[config.mk]
export PLATFORM = sky130hd
export DESIGN_NAME = pc_sequencer
export DESIGN_NICKNAME = d
export VERILOG_FILES = /design/src/rtl/pc_sequencer.sv
export SDC_FILE = /design/constraint.sdc
export NUM_CORES = 1
export LEC_CHECK = 0
export ABC_AREA = 1
export CAP_MARGIN = 0
export CORE_UTILIZATION = 35
export DETAILED_ROUTE_END_ITERATION = 12
export PLACE_DENSITY = 0.74
export SYNTH_ARGS = -nofsm -noshare
export SYNTH_HDL_FRONTEND = slang
export SYNTH_SLANG_ARGS = --single-unit
[constraint.sdc]
create_clock -name clk -period 2.9 [get_ports clk]
set_clock_uncertainty 0.15 [all_clocks]
set_input_delay 0.58 -clock clk [delete_from_list [all_inputs] [get_ports clk]]
set_output_delay 0.58 -clock clk [all_outputs]
set_load 0.03 [all_outputs]
[src/rtl/pc_sequencer.sv]
// pc_sequencer: program counter with stall, jump, relative branch and optional return-address stack.
// Define PC_SEQ_RAS_EN to build the call/return stack; without it CALL acts as JUMP and RET as INC.
module pc_sequencer #(
  parameter int AW = 6,
  parameter logic [AW-1:0] RESET_PC = '0,
  parameter int RAS_DEPTH = 4
) (
  input  logic          clk,
  input  logic          rst,
  input  logic          stall,
  input  logic [2:0]    op,
  input  logic [AW-1:0] target,
  input  logic [AW-1:0] offset,
  input  logic          cond,
  output logic [AW-1:0] pc,
  output logic [AW-1:0] pc_next,
  output logic          wrap,
  output logic          ras_full,
  output logic          ras_empty,
  output logic          ras_err
);
  logic [AW-1:0] pc_inc, pc_br, ras_top;
  logic is_jump, is_br, is_call, is_ret, pop, use_inc;
  assign pc_inc  = pc + 1'b1;
  assign pc_br   = pc + offset;
  assign is_jump = op == 3'd1;
  assign is_br   = op == 3'd2 && cond;
  assign is_call = op == 3'd3;
  assign is_ret  = op == 3'd4;
`ifdef PC_SEQ_RAS_EN
  localparam int IW  = RAS_DEPTH > 1 ? $clog2(RAS_DEPTH) : 1;
  localparam int SPW = $clog2(RAS_DEPTH + 1);
  logic [AW-1:0] ras [2**IW];
  logic [SPW-1:0] sp, top;
  logic push, err_set;
  assign top       = sp - 1'b1;
  assign ras_full  = sp == SPW'(RAS_DEPTH);
  assign ras_empty = sp == '0;
  assign ras_top   = ras[top[IW-1:0]];
  assign push      = !stall && is_call && !ras_full;
  assign pop       = !stall && is_ret && !ras_empty;
  assign err_set   = !stall && ((is_call && ras_full) || (is_ret && ras_empty));
  always_ff @(posedge clk) begin
    if (rst) begin
      sp      <= '0;
      ras_err <= 1'b0;
    end else begin
      if (push) begin
        ras[sp[IW-1:0]] <= pc_inc;
        sp <= sp + 1'b1;
      end else if (pop) sp <= top;
      if (err_set) ras_err <= 1'b1;
    end
  end
`else
  localparam int UNUSED_DEPTH = RAS_DEPTH;
  assign pop       = 1'b0;
  assign ras_top   = '0;
  assign ras_full  = 1'b0;
  assign ras_empty = 1'b1;
  assign ras_err   = 1'b0;
`endif
  // wrap only counts the +1 path, never a redirect that happens to land on 0
  assign use_inc = !stall && !(is_jump || is_call || is_br || pop);
  always_comb pc_next = stall ? pc : (is_jump || is_call) ? target : is_br ? pc_br : pop ? ras_top : pc_inc;
  always_ff @(posedge clk) begin
    if (rst) begin
      pc   <= RESET_PC;
      wrap <= 1'b0;
    end else begin
      pc   <= pc_next;
      wrap <= use_inc && &pc;
    end
  end
endmodule

## After elaboration in Yosys (flattened, before gate mapping)

Index checks and enable logic that the tools add are counted.

| word-level totals | value |
|---|---|
| word-level logic and storage cells | 18 |
| register bits after elaboration | 7 |

| operators by class | value |
|---|---|
| reductions and logical operators | 8 |
| add/subtract/negate cells | 2 |
| equality and inequality tests | 3 |
| muxes and demuxes | 3 |

Operators with widths:

| kind | number |
|---|---|
| $mux 6 | 3 |
| $add 6x1->6 const B | 1 |
| $add 6x6->6 | 1 |
| $eq 3x2->1 const B | 2 |
| $reduce_and 6->1 | 1 |
| $eq 3x1->1 const B | 1 |
| $logic_and 1x1->1 | 3 |
| $logic_not 1->1 | 2 |
| $logic_or 1x1->1 | 2 |

## Depth between registers and ports, before layout

| depth | value |
|---|---|
| depth in word-level cells | 6 |
| mapped depth | 16 |
| gate-level depth less buffers | 16 |

## Worst setup path before layout

OpenSTA, ideal clock, no wires.

| path | value |
|---|---|
| path kind | input to output |
| start point | input port op[2] |
| end point | output port pc_next[1] |
| data arrival time | 2376 ps |
| setup slack | -206 ps |
| stages | 8 |
| required time | 2170 ps |
| cells stage by stage | nor2_1 -> nand2_1 -> or2_2 -> ha_1 -> inv_1 -> fa_1 -> or2_1 -> a31oi_2 |

| between the ends | value |
|---|---|
| cells in the longest elaborated chain, start to end | 5 |

RTL lines:

| element | line | text |
|---|---|---|
| start: declaration | 11 | `input logic [2:0] op,` |
| $eq 3x2->1 | 27 | `assign is_br = op == 3'd2 && cond;` |
| $logic_and 1x1->1 | 27 |  |
| $mux 6 | 65 | `always_comb pc_next = stall ? pc : (is_jump \|\| is_call) ? target : is_br ? pc_br : pop ? ras_top : pc_inc;` |
| $mux 6 * (2 in series) | 65 |  |
| end: declaration | 16 | `output logic [AW-1:0] pc_next,` |

Every way passes the cells marked *; elsewhere a longest branch is shown, timed or not.

## Final worst setup path

| path | value |
|---|---|
| start point | input port op[2] |
| end point | output port pc_next[4] |

The elaborated chain is that of the path after synthesis.

==> flow_summary.json <==
{
  "grt_pass1_wl_um": 4260,
  "clk_latency_ns": 0.27,
  "layout_commonest_cell": "buf_4",
  "grt_max_degree": 8,
  "firstDrtPassIters": 4,
  "finalCritPeriodShare_pct": 108,
  "h-tree-depth": 1,
  "chipHeight_um": 46.6,
  "fin_area_um2": 1480,
  "synth_flop_cell": "dfxtp_1",
  "clockPowerShare_pct": 21.9,
  "reg2reg_slack_ns": 0.47,
  "ys_seq_area_share_pct": 20.1,
  "crit_required_ns": 2.17,
  "endpoint_kind": "output pin",
  "p_seq_share_pct": 25.2,
  "setup_viol": 5,
  "dpl_worst_slack_ns": -0.855,
  "ys_ff_latch": 7,
  "drt-initial-drc-count": 29,
  "violations": "setup timing",
  "multi_input_area_um2": 616,
  "p_sw_mw": 0.167,
  "critPathLaunchType": "input pin",
  "nNetsFinal": 200,
  "seq_area_um2": 140,
  "grt_setup_unrepaired": "yes",
  "placed_cell_area_um2": 1130,
  "grt_use_total_pct": 29.4,
  "via_per_inst": 5.01,
  "p_leak_nw": 0.738,
  "first_global_vias": 991,
  "maxCapViolCount": 0,
  "areaGrowthSynthToFinish_pct": 113,
  "startpoint": "op[2]",
  "coreArea_um2": 1800,
  "std_cell_rows": 15,
  "worstRegToRegCells": 16,
  "timing.final.crit_period_ns": 3.12,
  "powerDensity_nw_per_um2": 296,
  "totalPowerFinal_mw": 0.440,
  "num-fill-cells": 99,
  "fp.dieW_um": 46.6,
  "synth.distinct_cells": 24,
  "drc": 0,
  "avgRoutedWirePerCell_um": 15.2,
  "p_int_mw": 0.273,
  "setup_ws_ns": -0.218,
  "ir_drop_uv": 279,
  "fp.dieArea_um2": 2170,
  "vias": 996,
  "gr-total-overflow": 0,
  "setup_tns_ns": -0.418,
  "most-common-layout-cells": "27 x buf_4, 18 x inv_1, 18 x nand2_1, 18 x clkdlybuf4s50_1, 12 x buf_6",
  "cp_max_fo": 2,
  "dp.final_hpwl_um": 1640,
  "grt_antenna_before_repair": 0,
  "r2r_start": "pc[2]",
  "hold_viol": 0,
  "cts_buffers": 3,
  "worstPathArrival_ns": 2.39,
  "drive_above_1_share_pct": 50.0,
  "hp-class": "register to register",
  "yosys_warnings": 0,
  "async_reset_ff_share_pct": 0,
  "cts_hold_buffers": 0,
  "gp_congestion": 0.826,
  "synth_edf_count": 0,
  "hold_start": "pc[5]",
  "io_pins": 35,
  "root_buffer": "clkbuf_4",
  "slew_viol_final": 0,
  "initial_core_util_pct": 38.6,
  "cts.sinks": 7,
  "syn_inst": 112,
  "setup.worst_path.class": "input pin to output pin",
  "io_buffers": 31,
  "holdPathStages": 2,
  "cts_buffer_depth": 2,
  "fmax_mhz": 321,
  "syn_area_um2": 696,
  "switching_share_pct": 37.9,
  "comb_power_share_pct": 53.0,
  "wirelength_um": 3030,
  "route.antenna.remaining_nets": 0,
  "clkSlewWorstSetupHoldPaths_ns": 0.05,
  "outcome": "complete, but fails checks",
  "antennaDiodeCount": 0,
  "tritoncts": "built",
  "holdWs_ns": 0.434,
  "synth_area_per_cell_um2": 6.21
}
==> metal layers <==
layer  part of all wire (%)  routed length [µm]  vias to the layer above  global-route usage, %
met4                    2.3                  70                        0                   16.5
met3                    4.9                 149                       10                   7.84
met5                      0                   0                        -                      0
met2                     55                1670                       50                   55.3
met1                     38                1140                      472                   28.0
li1                       -                   -                      464                      -
==> flip-flops by register name, indices dropped and copies added (netlist names) <==
signal,count
pc,6
wrap,1
==> per-stage QoR <==
| step | std cells | util, % |
|---|---|---|
| 4_1_cts | 203 | 76.8 |
| 3_3_place_gp | 179 | 62.9 |
| 3_5_place_dp | 179 | 62.9 |
| 6_report | 199 | 82.4 |
| 5_1_grt | 199 | 82.4 |
| 2_1_floorplan | 113 | - |
==> cell type report <==
cell class	instances	share of cell area, %
Clock buffer	4	1.77
Inverter	25	7.17
Multi-Input combinational cell	76	41.5
Sequential cell	7	9.44
Tap cell	25	2.11
Timing Repair Buffer	62	38.0
==> synthesized netlist by cell type, types with 2 or more instances <==
library cell / n / area, µm²
or2_1: 2 / 12.5
ha_1: 5 / 62.6
buf_4: 3 / 22.5
nand4_1: 3 / 18.8
nor2_1: 8 / 30.0
nand2_1: 29 / 109
dfxtp_1: 7 / 140
or2_2: 2 / 12.5
inv_1: 24 / 90.1
nand3_1: 6 / 30.0
a21oi_1: 5 / 25.0
conb_1: 2 / 7.51
o21ai_0: 3 / 15.0
and2_1: 3 / 18.8
==> cell families (layout without fill, tap and decap cells) <==
kind of cell / after synthesis / in the layout / synth area share (%)
other cells: 2 / 3 / 1.08
simple gates: 54 / 54 / 34.0
compound gates: 12 / 12 / 10.4
fa+ha+maj: 6 / 6 / 11.9
xor+xnor: 1 / 1 / 1.26
buf+inv: 30 / 91 / 21.2
flops: 7 / 7 / 20.1
==> path summary, 6_finish.rpt <==
| check | endpoint |
|---|---|
| setup / recovery | pc_next[4] |
| hold reg to reg | pc[5] |
| setup reg to reg | pc[3] |
| hold / removal | pc[5] |
==> power groups by stage <==
stage / Combinational, mW / Clock, mW / Sequential, mW
2_1_floorplan: 0.0804 / 0 / 0.122
6_report: 0.233 / 0.0962 / 0.111
4_1_cts: 0.210 / 0.0950 / 0.109
3_3_place_gp: 0.166 / 0 / 0.110
3_5_place_dp: 0.168 / 0 / 0.111
5_1_grt: 0.246 / 0.101 / 0.111
==> critical path, stage by stage <==
cell	delay, ns
buf_8	0.10
nor2_4	0.11
nand2_2	0.07
or2_4	0.24
ha_4	0.16
inv_2	0.05
fa_2	0.18
inv_2	0.05
nand2_2	0.06
buf_6	0.10
nand2_4	0.04
nand2_4	0.07
nand2_1	0.05
nand2_1	0.07
nand3_2	0.06
o211ai_1	0.12
nand2_1	0.11
buf_6	0.15
==> what timing repair did <==
action                     4_1_cts  5_1_grt
pin swaps                       25       32
setup endpoints to repair        6        7
setup buffers                   20        1
resized for setup               58       25
Note: power is estimated with default switching activity, not from simulation.
